### src/rtl/lfsr_random_arbiter.sv
// lfsr_random_arbiter
//   Pseudo-random N-way arbiter for a shared multi-beat port. A 6-bit
//   Fibonacci LFSR (x^6 + x^5 + 1) supplies the rotating scan start point for
//   each arbitration. Per-requester loss counters force a grant to the
//   lowest-index requester that has lost MAX_WAIT or more rounds. A grant is
//   held until the last beat of the granted transaction is accepted.
//
// Ports
//   clock          : clock, all state updates on posedge
//   reset          : synchronous, active-high reset
//   io_req         : [N_REQ] per-requester request level
//   io_fire        : one beat of the granted transaction accepted
//   io_last        : qualifies io_fire as the final beat
//   io_grant       : [N_REQ] registered one-hot grant
//   io_grant_valid : a grant is held (BUSY)
//   io_grant_idx   : [IDX_W] binary index of the granted requester
//   io_forced      : current grant came from the starvation override

// Per-requester loss counter: clears on a win, saturates at 15 on a loss,
// holds when the requester was not asking.
module lfsr_loss_counter #(
    parameter int MAX_WAIT = 4
) (
    input  logic       clock,
    input  logic       reset,
    input  logic       arb,
    input  logic       req,
    input  logic       win,
    output logic [3:0] count,
    output logic       starved
);
    always_ff @(posedge clock) begin
        if (reset) begin
            count <= 4'd0;
        end else if (arb) begin
            if (win)
                count <= 4'd0;
            else if (req && count != 4'd15)
                count <= count + 4'd1;
        end
    end

    assign starved = (count >= 4'(MAX_WAIT));
endmodule

module lfsr_random_arbiter #(
    parameter int N_REQ    = 4,
    parameter int MAX_WAIT = 4,
    localparam int IDX_W   = (N_REQ > 1) ? $clog2(N_REQ) : 1
) (
    input  logic             clock,
    input  logic             reset,
    input  logic [N_REQ-1:0] io_req,
    input  logic             io_fire,
    input  logic             io_last,
    output logic [N_REQ-1:0] io_grant,
    output logic             io_grant_valid,
    output logic [IDX_W-1:0] io_grant_idx,
    output logic             io_forced
);
    typedef enum logic {IDLE, BUSY} state_t;

    state_t           state, state_next;
    logic [5:0]       lfsr, lfsr_next;
    logic [N_REQ-1:0] grant, grant_next;
    logic [IDX_W-1:0] grant_idx, grant_idx_next;
    logic             forced, forced_next;

    logic             arb;
    logic [IDX_W-1:0] start;
    logic [IDX_W-1:0] winner;
    logic [IDX_W-1:0] cand;
    logic             win_forced;
    logic             found;
    logic [N_REQ-1:0] win_onehot;
    logic [N_REQ-1:0] starved;

    // Start index comes from the pre-step LFSR value.
    assign start = lfsr[IDX_W-1:0];

    // Starved requesters beat the random scan; among them the lowest index
    // wins. Otherwise scan from start upward, wrapping naturally because
    // N_REQ is a power of two.
    always_comb begin
        winner     = '0;
        win_forced = 1'b0;
        found      = 1'b0;
        cand       = '0;
        for (int i = 0; i < N_REQ; i++) begin
            if (!found && io_req[i] && starved[i]) begin
                winner     = IDX_W'(i);
                win_forced = 1'b1;
                found      = 1'b1;
            end
        end
        for (int i = 0; i < N_REQ; i++) begin
            cand = start + IDX_W'(i);
            if (!found && io_req[cand]) begin
                winner = cand;
                found  = 1'b1;
            end
        end
    end

    assign win_onehot = N_REQ'(1) << winner;

    always_comb begin
        state_next     = state;
        lfsr_next      = lfsr;
        grant_next     = grant;
        grant_idx_next = grant_idx;
        forced_next    = forced;
        arb            = 1'b0;
        case (state)
            IDLE: begin
                if (|io_req) begin
                    arb            = 1'b1;
                    state_next     = BUSY;
                    grant_next     = win_onehot;
                    grant_idx_next = winner;
                    forced_next    = win_forced;
                    lfsr_next      = {lfsr[4:0], lfsr[5] ^ lfsr[4]};
                end
            end
            BUSY: begin
                // Request changes are ignored; only the last beat releases.
                if (io_fire && io_last) begin
                    state_next  = IDLE;
                    grant_next  = '0;
                    forced_next = 1'b0;
                end
            end
            default: state_next = IDLE;
        endcase
    end

    always_ff @(posedge clock) begin
        if (reset) begin
            state     <= IDLE;
            lfsr      <= 6'h01;
            grant     <= '0;
            grant_idx <= '0;
            forced    <= 1'b0;
        end else begin
            state     <= state_next;
            lfsr      <= lfsr_next;
            grant     <= grant_next;
            grant_idx <= grant_idx_next;
            forced    <= forced_next;
        end
    end

    for (genvar g = 0; g < N_REQ; g++) begin : g_cnt
        lfsr_loss_counter #(.MAX_WAIT(MAX_WAIT)) u_cnt (
            .clock   (clock),
            .reset   (reset),
            .arb     (arb),
            .req     (io_req[g]),
            .win     (win_onehot[g]),
            .count   (),
            .starved (starved[g])
        );
    end

    assign io_grant       = grant;
    assign io_grant_valid = (state == BUSY);
    assign io_grant_idx   = grant_idx;
    assign io_forced      = forced;
endmodule

### config.mk
export PLATFORM = sky130hd
export DESIGN_NAME = lfsr_random_arbiter
export DESIGN_NICKNAME = d
export VERILOG_FILES = /design/src/rtl/lfsr_random_arbiter.sv
export SDC_FILE = /design/constraint.sdc
export NUM_CORES = 1
export LEC_CHECK = 0
export ABC_AREA = 0
export BUFFER_PORTS_ARGS = -buffer_cell sky130_fd_sc_hd__clkbuf_2
export CORE_MARGIN = 2
export CORE_UTILIZATION = 40
export CTS_CLUSTER_SIZE = 10
export DETAILED_ROUTE_END_ITERATION = 8
export PLACE_DENSITY = 0.7
export SLEW_MARGIN = 20
export SYNTH_ARGS = -nofsm -noshare
export SYNTH_HDL_FRONTEND = slang
export SYNTH_SLANG_ARGS = --single-unit
### constraint.sdc
create_clock -name clock -period 2.3 [get_ports clock]
set_clock_uncertainty 0.05 [all_clocks]
set_input_delay 0 -clock clock [delete_from_list [all_inputs] [get_ports clock]]
set_output_delay 0 -clock clock [all_outputs]
set_load 0.05 [all_outputs]
### Word level (Yosys, flattened, before mapping)

Cells that the tools add are included.

* add/sub/neg operators: 7
* $lt $le $gt $ge: 8
* equality and inequality tests: 6
* shifts and indexed selects: 1
* mux-type cells: 40
* bitwise gates (word level): 2
* reduce and logical (&&, ||, !) cells: 34

Operators by type and width (number)
* 2-to-1 mux 4 bit: 10
* 2-to-1 mux 1 bit: 17
* adder 4 x 1 -> 4 bit, second input constant: 4
* greater-or-equal comparator 4 x 3 -> 1 bit, second input constant: 4
* logical AND 1 bit: 16
* != test 4 bit, second input constant: 4
* < comparator 2 x 3 -> 1 bit, second input constant: 4
* 2-to-1 mux 2 bit: 6
* AND reduction 2 bit: 6
* binary-select mux 1 bit (select 2 bit): 4
* case mux 4 bit (2 select lines): 1
* nonzero test 2 bit: 4
* logical NOT 1 bit: 7
* adder 2 bit, second input constant: 2
* case mux 1 bit (2 select lines): 2
* OR reduction 4 bit: 1
* left shift 1 x 2 -> 4 bit, first input constant: 1
* adder 2 x 1 -> 2 bit, second input constant: 1
* != test 2 x 1 -> 1 bit, second input constant: 1
* != test 2 bit, second input constant: 1
* NOT 1 bit: 1
* bitwise XOR 1 bit: 1

* bits in registers: 30
* input port bits: 8
* output and inout bits: 8
* word-level logic and storage cells: 107

### Logic depth before layout (Yosys ltp)

Gate-level depths: netlist (run 1).

* word-level depth: 30
* gate-level depth with buffers: 7
* gate-level depth less buffers: 6

### Cells and area by module

A second synthesis (run 1) with hierarchy kept.

* cells, all modules: 212
* area, all modules: 1774.2 um^2

By module, submodules not included
* lfsr_loss_counter: instances 4, cells each 25, area an instance 226.5 um^2, seq. area each 80.1 um^2
* lfsr_random_arbiter: instances 1, cells each 112, area an instance 868.3 um^2, seq. area each 280.3 um^2

### Worst setup path before layout (run 1)

No wires, ideal clock.

* path kind: reg-to-reg
* from: reg state, in the netlist io_grant_valid
* to: reg g_cnt[2].u_cnt.count[2]
* library setup time: 0.122 ns
* arrival time: 1.792 ns
* required time: 2.128 ns
* setup slack: 0.336 ns
* cell stages (with the launch flop): 7
* path buffers: 2
* clock period less this slack: 1.964 ns
* path through: dfxtp_1 clkbuf_1 or2_2 buf_2 nor2_2 a211oi_2 a221o_1

* word-level cells in the longest chain between the ends: 2

Ends and longest elaborated chain
* start, declared: line 63 `state_t state, state_next;`
* start signal, assigned: line 145 `state <= state_next;`
* 2-to-1 mux 1 bit: line 114 `case (state)`
* AND reduction 2 bit (no source line)
* end signal, assigned: line 39 `count <= count + 4'd1;`
* end, declared: line 29 `output logic [3:0] count,`

Every way passes these cells.
A chain may end at the register's enable or synchronous reset.

### Final worst setup path (run 1)

* from: reg g_cnt[2].u_cnt.count[2]
* to: reg g_cnt[1].u_cnt.count[2]

* word-level cells in the longest chain between the ends: 22
* elaborated cells between the ends (all ways): 28
* those cells by class: order compare (1); shift (1); mux (12); reduce/logical (14)

Ends and longest elaborated chain
* greater-or-equal comparator 4 x 3 -> 1 bit (*): line 43 `assign starved = (count >= 4'(MAX_WAIT));`
* logical AND 1 bit (*): line 90 `if (!found && io_req[i] && starved[i]) begin`
* 2-to-1 mux 1 bit: line 90
* logical NOT 1 bit: line 90
* logical AND 1 bit (2 in a row): line 90
* 2-to-1 mux 1 bit: line 90
* logical NOT 1 bit: line 98 `if (!found && io_req[cand]) begin`
* logical AND 1 bit: line 98
* [5 not listed]
* logical AND 1 bit: line 98
* 2-to-1 mux 1 bit: line 98
* logical NOT 1 bit: line 98
* logical AND 1 bit: line 98
* 2-to-1 mux 2 bit (*): line 98
* left shift 1 x 2 -> 4 bit (*): line 105 `assign win_onehot = N_REQ'(1) << winner;`
* nonzero test 2 bit (no source line)
* AND reduction 2 bit (no source line)
* end signal, assigned: line 39
* end, declared: line 29

Mark *: on every way between the ends. The rest lies on a longest branch, timed or not.

==> flow_metrics.tcl, run 1 <==
set metrics [dict create \
    drtAntennaViolNets 0 \
    synth_top_flop_cell "dfxtp_1" \
    setup_violations 0 \
    worst_skew_pair.late_latency_ns 0.28 \
    switchingPower_mw 0.364 \
    overflow 0 \
    yosys.cell_types.count 56 \
    cp-end-kind "flip-flop" \
    port_buffers 15 \
    intPower_mw 0.864 \
    grt_util_met3 0.0567 \
    peakVddDrop_v 0.000352 \
    synth_area_leaders "dfxtp_1, a21oi_1, nand2_1" \
    pwr-share-clk 0.354 \
    pre_cts_ws_ns 0.148 \
    holdCritStartpoint "io_last" \
    reg2reg_slack_ns 0.22 \
    drt_iter0_markers 75 \
    vias 1391 \
    synth_seq_cells 30 \
    p_sw_frac 0.296 \
    r2r_start "g_cnt[2].u_cnt.count[2]$_SDFFE_PP0P_" \
    nets 208 \
    finalCritPeriodShare 0.904 \
    hold_path_depth 4 \
    die_h_um 67.7 \
    total_power_mw 1.23 \
    coreArea_um2 3940 \
    syn_area_per_cell_um2 9.02 \
    r2r_end "g_cnt[1].u_cnt.count[2]$_SDFFE_PP0P_" \
    syn_inst 180 \
    critPathBufInv 0 \
    yosys.area.top_type "dfxtp_1" \
    relSlewSlack 0.627 \
    cts_buffers 5 \
    leakage_nw 0.697 \
    clockRootBuffer "clkbuf_8" \
    worstHoldPathType "in -> reg" \
    finalSetupTns_ns 0 \
    grt.total_usage 0.174 \
    initial_core_util 0.412 \
    crit_type "reg -> reg" \
    max_stage_delay_ns 0.39 \
    post_drt_wl_per_cell_um 14.2 \
    synth_top_area_frac 0.370 \
    min_period_ns 2.08 \
    grt_start_max_net_pins 25 \
    areaGrowthSynthToFinish_pct 12.6 \
    htree_num_levels 2 \
    dr.pass1.iters 4 \
    io_pins 16 \
    cts_buffer_depth 2 \
    status "finished, final reports clean" \
    grt_pass1_wl_um 5840 \
    wirelength_um 3520 \
    die_width_um 67.7 \
    grt_pass1_vias 1206 \
    power_frac_comb 0.182 \
    cp_slowest_cell "a221o_1" \
    num_rows 23 \
    numClockSinks 30 \
    grt.met2_usage 0.249 \
    critical_path.max_fanout 8 \
    netlist_area_um2 1620 \
    rsz0062_at_grt "false" \
    cap_violations 0 \
    gp_congestion 0.815 \
    critical_path_required_ns 2.42 \
    slew_violations 0 \
    synth_edf_count 0 \
    fmax_ghz 0.481 \
    synth-seq-area-share 0.370 \
    async_flop_share 0 \
    grt.busiest_layer "met2" \
    synth_common_cells "dfxtp_1, nand2_1, a21oi_1" \
    finalHoldViolations 0 \
    r2r_cells 6 \
    yosysMostFrequentCell "dfxtp_1" \
    worst_ep_arrival_time_ns 2.20 \
    hpwl_um 2510 \
    antenna_found_initial 0 \
    cts_tree "built" \
    synth_nets 192 \
    holdPathEnd "io_grant[1]$_SDFFE_PP0P_" \
    path_common_cell "a311oi_2" \
    fin_ws_ns 0.221 \
    diodes 0 \
    drive_above_1_share 0.223 \
    remaining_drc_errors 0 \
    crit_chain "o21a_4 > a311oi_2 > a21oi_1 > o21ai_2 > a311oi_2 > a221o_1" \
    globalRouteMet1Util 0.237 \
    dieArea_um2 4590 \
    seq_power_share 0.465 \
    tightestPinTransition_ns 0.556 \
    power_density_nw_per_um2 672 \
    crit_family "compound AO/OA/AOI/OAI gates" \
    clk_pin_slew_ns 0.06 \
    viasPerCell 5.63 \
    start_kind "flip-flop" \
    synth_warnings 0 \
]
state kept, by name, indices dropped and copies added (netlist names):
signal             count
io_grant_valid         1
io_grant               4
lfsr                   6
io_grant_idx           2
g_cnt.u_cnt.count     16
io_forced              1
area by class of cell:
type | instances | area (um^2)
sequential | 30 | 602
timing repair buffer | 20 | 118
multi-input combinational | 134 | 936
clock inverter | 1 | 5.00
fill | 373 | 2110
clock buffer | 7 | 86.3
tap | 50 | 62.6
inverter | 5 | 18.8
how the worst max path moves through the flow:
| stage | from | end | slack, ns | depth (start not counted) |
|---|---|---|---|---|
| 3_3_place_gp | lfsr[0]$_SDFFE_PP1P_ | g_cnt[2].u_cnt.count[2]$_SDFFE_PP0P_ | 0.21 | 6 |
| 4_1_cts | lfsr[0]$_SDFFE_PP1P_ | g_cnt[2].u_cnt.count[2]$_SDFFE_PP0P_ | 0.14 | 6 |
| 6_report | g_cnt[2].u_cnt.count[2]$_SDFFE_PP0P_ | g_cnt[1].u_cnt.count[2]$_SDFFE_PP0P_ | 0.22 | 6 |
| 2_1_floorplan | io_grant_valid$_SDFF_PP0_ | g_cnt[2].u_cnt.count[2]$_SDFFE_PP0P_ | 0.34 | 6 |
| 3_5_place_dp | lfsr[0]$_SDFFE_PP1P_ | g_cnt[2].u_cnt.count[2]$_SDFFE_PP0P_ | 0.15 | 6 |
| 5_1_grt | lfsr[1]$_SDFFE_PP0P_ | g_cnt[2].u_cnt.count[0]$_SDFFE_PP0P_ | 0.11 | 6 |
repair_timing:
action | in CTS | in global routing
hold endpoints to repair | 1 | 0
endpoints found under the setup margin | 0 | 2
hold buffers | 2 | 0
buffers inserted | 0 | 0
resized for setup | 0 | 2
through the flow:
step	cell area (um^2)	instances	util	hold WS [ns]
after detailed placement	1710	237	0.434	0.186
after floorplan	1620	180	-	0.0648
after CTS	1820	247	0.462	0.140
final	1830	247	0.464	0.159
after global placement	1710	237	0.434	0.180
after global routing	1830	247	0.464	0.206
power by group through the flow:
stage                     logic [mW]  clock network (mW)  registers (mW)
after floorplan                0.147                   0           0.603
after global placement         0.214                   0           0.581
after detailed placement       0.217                   0           0.581
after CTS                      0.221               0.449           0.570
after global routing           0.243               0.473           0.575
final                          0.223               0.435           0.571
worst min-delay path, stage by stage:
cell and delay (ns):
clkbuf_2 0.10, a31oi_1 0.21, nand2_1 0.09, a21oi_1 0.05
routing by layer:
layer / part of all wire / up-vias
li1: - / 698
met1: 0.49 / 659
met2: 0.45 / 26
met3: 0.044 / 8
met4: 0.018 / 0
met5: 0 / -
cells in the final DEF, fill, tap and decap left out, drive strengths merged, types with 2 or more instances in the layout:
master / count
a211oi: 3
a21oi: 16
a221o: 2
a22o: 4
a311oi: 5
a31oi: 2
and4bb: 2
buf: 3
clkbuf: 22
dfxtp: 30
dlygate4sd3: 2
ha: 4
inv: 5
mux2: 3
nand2: 18
nand2b: 3
nand3: 5
nor2: 13
nor2b: 6
nor3: 4
nor3b: 4
nor4: 2
o21a: 5
o21ai: 6
o31ai: 2
xnor2: 4
xor2: 2
logic make-up after synthesis:
family	count (synthesis)	synth area share
AO/OA/AOI/OAI	57	0.271
multiplexers	3	0.0208
XOR/XNOR	6	0.0324
AND/OR/NAND/NOR	64	0.217
flip-flops	30	0.370
adder cells (fa/ha/maj)	4	0.0308
buffers and inverters	16	0.0578
Note: power is estimated with default switching activity, not from simulation.
==> run 2, diff against run 1 <==
- PLACE_DENSITY: 0.7 -> 0.72
- clock period: 2.3 -> 1.84 ns (I/O delays scaled with it)
==> run 2 against run 1 <==
Against the previous run:
- via count rose by 3.6%
- core utilization up 5.5 points
- sequential share of layout area down 3.1 points
- routed wire length up 1.7%
- critical path type unchanged
- count of clock-buffer cells in the layout unchanged
- critical endpoint unchanged
- highest routed layer unchanged
- first-iteration DRC count fell by 17%
- total power is 31% higher
- setup slack got worse by 0.29 ns
- register-to-register slack lost 0.29 ns
- die area is the same
- the flow now finishes with violations (setup timing)
- combinational power grew 59%
- hold slack worse by 0.035 ns
==> flow_metrics.tcl, run 2 (synthesized netlist as in run 1, its figures left out) <==
set metrics [dict create \
    largest_reg_flops 16 \
    cts_buffers 5 \
    finalHoldViolations 0 \
    initial_core_util 0.412 \
    num_rows 23 \
    fin_ws_ns -0.0689 \
    hpwl_um 2520 \
    io_pins 16 \
    cp_slowest_cell "or3b_4" \
    cp-end-kind "flip-flop" \
    grt.total_usage 0.163 \
    crit_chain "or3b_4 > a21oi_4 > o41ai_4 > o21a_2 > o2111a_1 > a221o_1" \
    port_buffers 15 \
    gp_congestion 0.839 \
    htree_num_levels 2 \
    crit_family "compound AO/OA/AOI/OAI gates" \
    max_stage_delay_ns 0.42 \
    antenna_found_initial 0 \
    fill_cells 358 \
    start_kind "flip-flop" \
    cts_buffer_depth 2 \
    r2r_cells 6 \
    critical_path.max_fanout 12 \
    leakage_nw 0.813 \
    status "complete, but fails checks" \
    largest-register "g_cnt.u_cnt.count" \
    drt_iter0_markers 62 \
    slew_violations 0 \
    fmax_ghz 0.524 \
    wirelength_um 3580 \
    drive_above_1_share 0.332 \
    clk_pin_slew_ns 0.06 \
    remaining_drc_errors 0 \
    finalCritPeriodShare 1.04 \
    worst_ep_arrival_time_ns 2.03 \
    setup_violations 6 \
    total_power_mw 1.61 \
    grt_start_max_net_pins 25 \
    r2r_end "g_cnt[1].u_cnt.count[2]$_SDFFE_PP0P_" \
    final_common_cell "dfxtp_1" \
    hold_path_depth 4 \
    r2r_start "lfsr[0]$_SDFFE_PP1P_" \
    viasPerCell 5.40 \
    cts_tree "built" \
    holdCritStartpoint "io_last" \
    dr.pass1.iters 4 \
    seqCellArea_um2 609 \
    coreArea_um2 3940 \
    multiInputGateArea_um2 992 \
    worstHoldPathType "in -> reg" \
    fin_util 0.519 \
    drtAntennaViolNets 0 \
    post_drt_wl_per_cell_um 13.4 \
    peakVddDrop_v 0.000442 \
    critPathBufInv 0 \
    reg2reg_slack_ns -0.07 \
    die_width_um 67.7 \
    areaGrowthSynthToFinish_pct 26.0 \
    rsz0062_at_grt "true" \
    diodes 0 \
    violations "setup timing" \
    clockRootBuffer "clkbuf_8" \
    worst_skew_pair.late_latency_ns 0.28 \
    holdPathEnd "io_grant[1]$_SDFFE_PP0P_" \
    final_cell_mix "dfxtp_1, buf_4, nand2_1, clkbuf_2, a21oi_1" \
    critical_path_required_ns 1.96 \
    nets 228 \
    tightestPinTransition_ns 0.529 \
    overflow 0 \
    cap_violations 0 \
    grt_pass1_wl_um 5580 \
    vias 1441 \
    power_density_nw_per_um2 785 \
    relSlewSlack 0.647 \
    numClockSinks 30 \
    min_period_ns 1.91 \
    grt_pass1_vias 1235 \
    dieArea_um2 4590 \
    die_h_um 67.7 \
    crit_type "reg -> reg" \
]
==> run 2: cell count changes in the layout (fill, tap and decap cells not counted), moves of 2 or more <==
cell | previous run | this run
a21oi_1 | 16 | 14
buf_4 | 3 | 22
o21ai_0 | 4 | 2
o21ai_1 | 1 | 3
dfxtp_1 | 29 | 27
dfxtp_4 | 0 | 2
==> run 2: worst max-delay path by stage <==
stage                                          from                                    to  cells past startpoint
2_1_floorplan             io_grant_valid$_SDFF_PP0_  g_cnt[2].u_cnt.count[2]$_SDFFE_PP0P_                      6
3_3_place_gp                   lfsr[0]$_SDFFE_PP1P_  g_cnt[2].u_cnt.count[2]$_SDFFE_PP0P_                      6
3_5_place_dp                   lfsr[0]$_SDFFE_PP1P_  g_cnt[2].u_cnt.count[2]$_SDFFE_PP0P_                      6
4_1_cts                        lfsr[0]$_SDFFE_PP1P_  g_cnt[2].u_cnt.count[2]$_SDFFE_PP0P_                      6
5_1_grt        g_cnt[0].u_cnt.count[2]$_SDFFE_PP0P_  g_cnt[2].u_cnt.count[2]$_SDFFE_PP0P_                      6
6_report                       lfsr[0]$_SDFFE_PP1P_  g_cnt[1].u_cnt.count[2]$_SDFFE_PP0P_                      6
==> run 2: power by group <==
part | internal [mW] | switching [mW] | total [mW] | leakage (nW)
Combinational | 0.151 | 0.203 | 0.354 | 0.519
Clock | 0.301 | 0.241 | 0.542 | 0.0482
Sequential | 0.681 | 0.0301 | 0.711 | 0.245
Total | 1.13 | 0.474 | 1.61 | 0.813
==> run 2: worst register-to-register path: stages, from the launching register on <==
cell and delay [ns]:
dfxtp_4 0.38, or3b_4 0.42, a21oi_4 0.17, o41ai_4 0.10
o21a_2 0.19, o2111a_1 0.24, a221o_1 0.25
==> run 2: what timing repair did <==
action | CTS | global route
hold buffers | 2 | 0
cloned | 0 | 0
hold endpoints to repair | 1 | 0
pin swaps | 1 | 6
setup buffers | 1 | 1
endpoints found under the setup margin | 14 | 16
resized for setup | 5 | 12
==> run 2: metrics by stage <==
stage	TNS (ns)	instances	area [um^2]	setup slack, ns	hold WS (ns)
2_1_floorplan	0	180	1630	0.00218	0.0573
3_3_place_gp	-0.499	255	1850	-0.112	0.167
3_5_place_dp	-0.941	255	1850	-0.172	0.170
4_1_cts	-0.0869	266	1980	-0.0436	0.109
5_1_grt	-1.91	267	2050	-0.191	0.159
6_report	-0.169	267	2050	-0.0689	0.124
==> run 2: layer usage <==
metal  track usage  part of all wire  vias up
met5             0                 0        -
met4        0.0689             0.023        0
met3        0.0350             0.037        9
met2         0.263              0.49       24
met1         0.209              0.45      674
li1              -                 -      734
==> run 2: final cells by class <==
cell class / instances / area share
repair buffers: 40 / 0.133
inverters: 5 / 0.00917
multi-input cells: 134 / 0.485
clock inverters: 1 / 0.00245
flip-flops and latches: 30 / 0.298
well taps: 50 / 0.0306
clock buffers: 7 / 0.0422
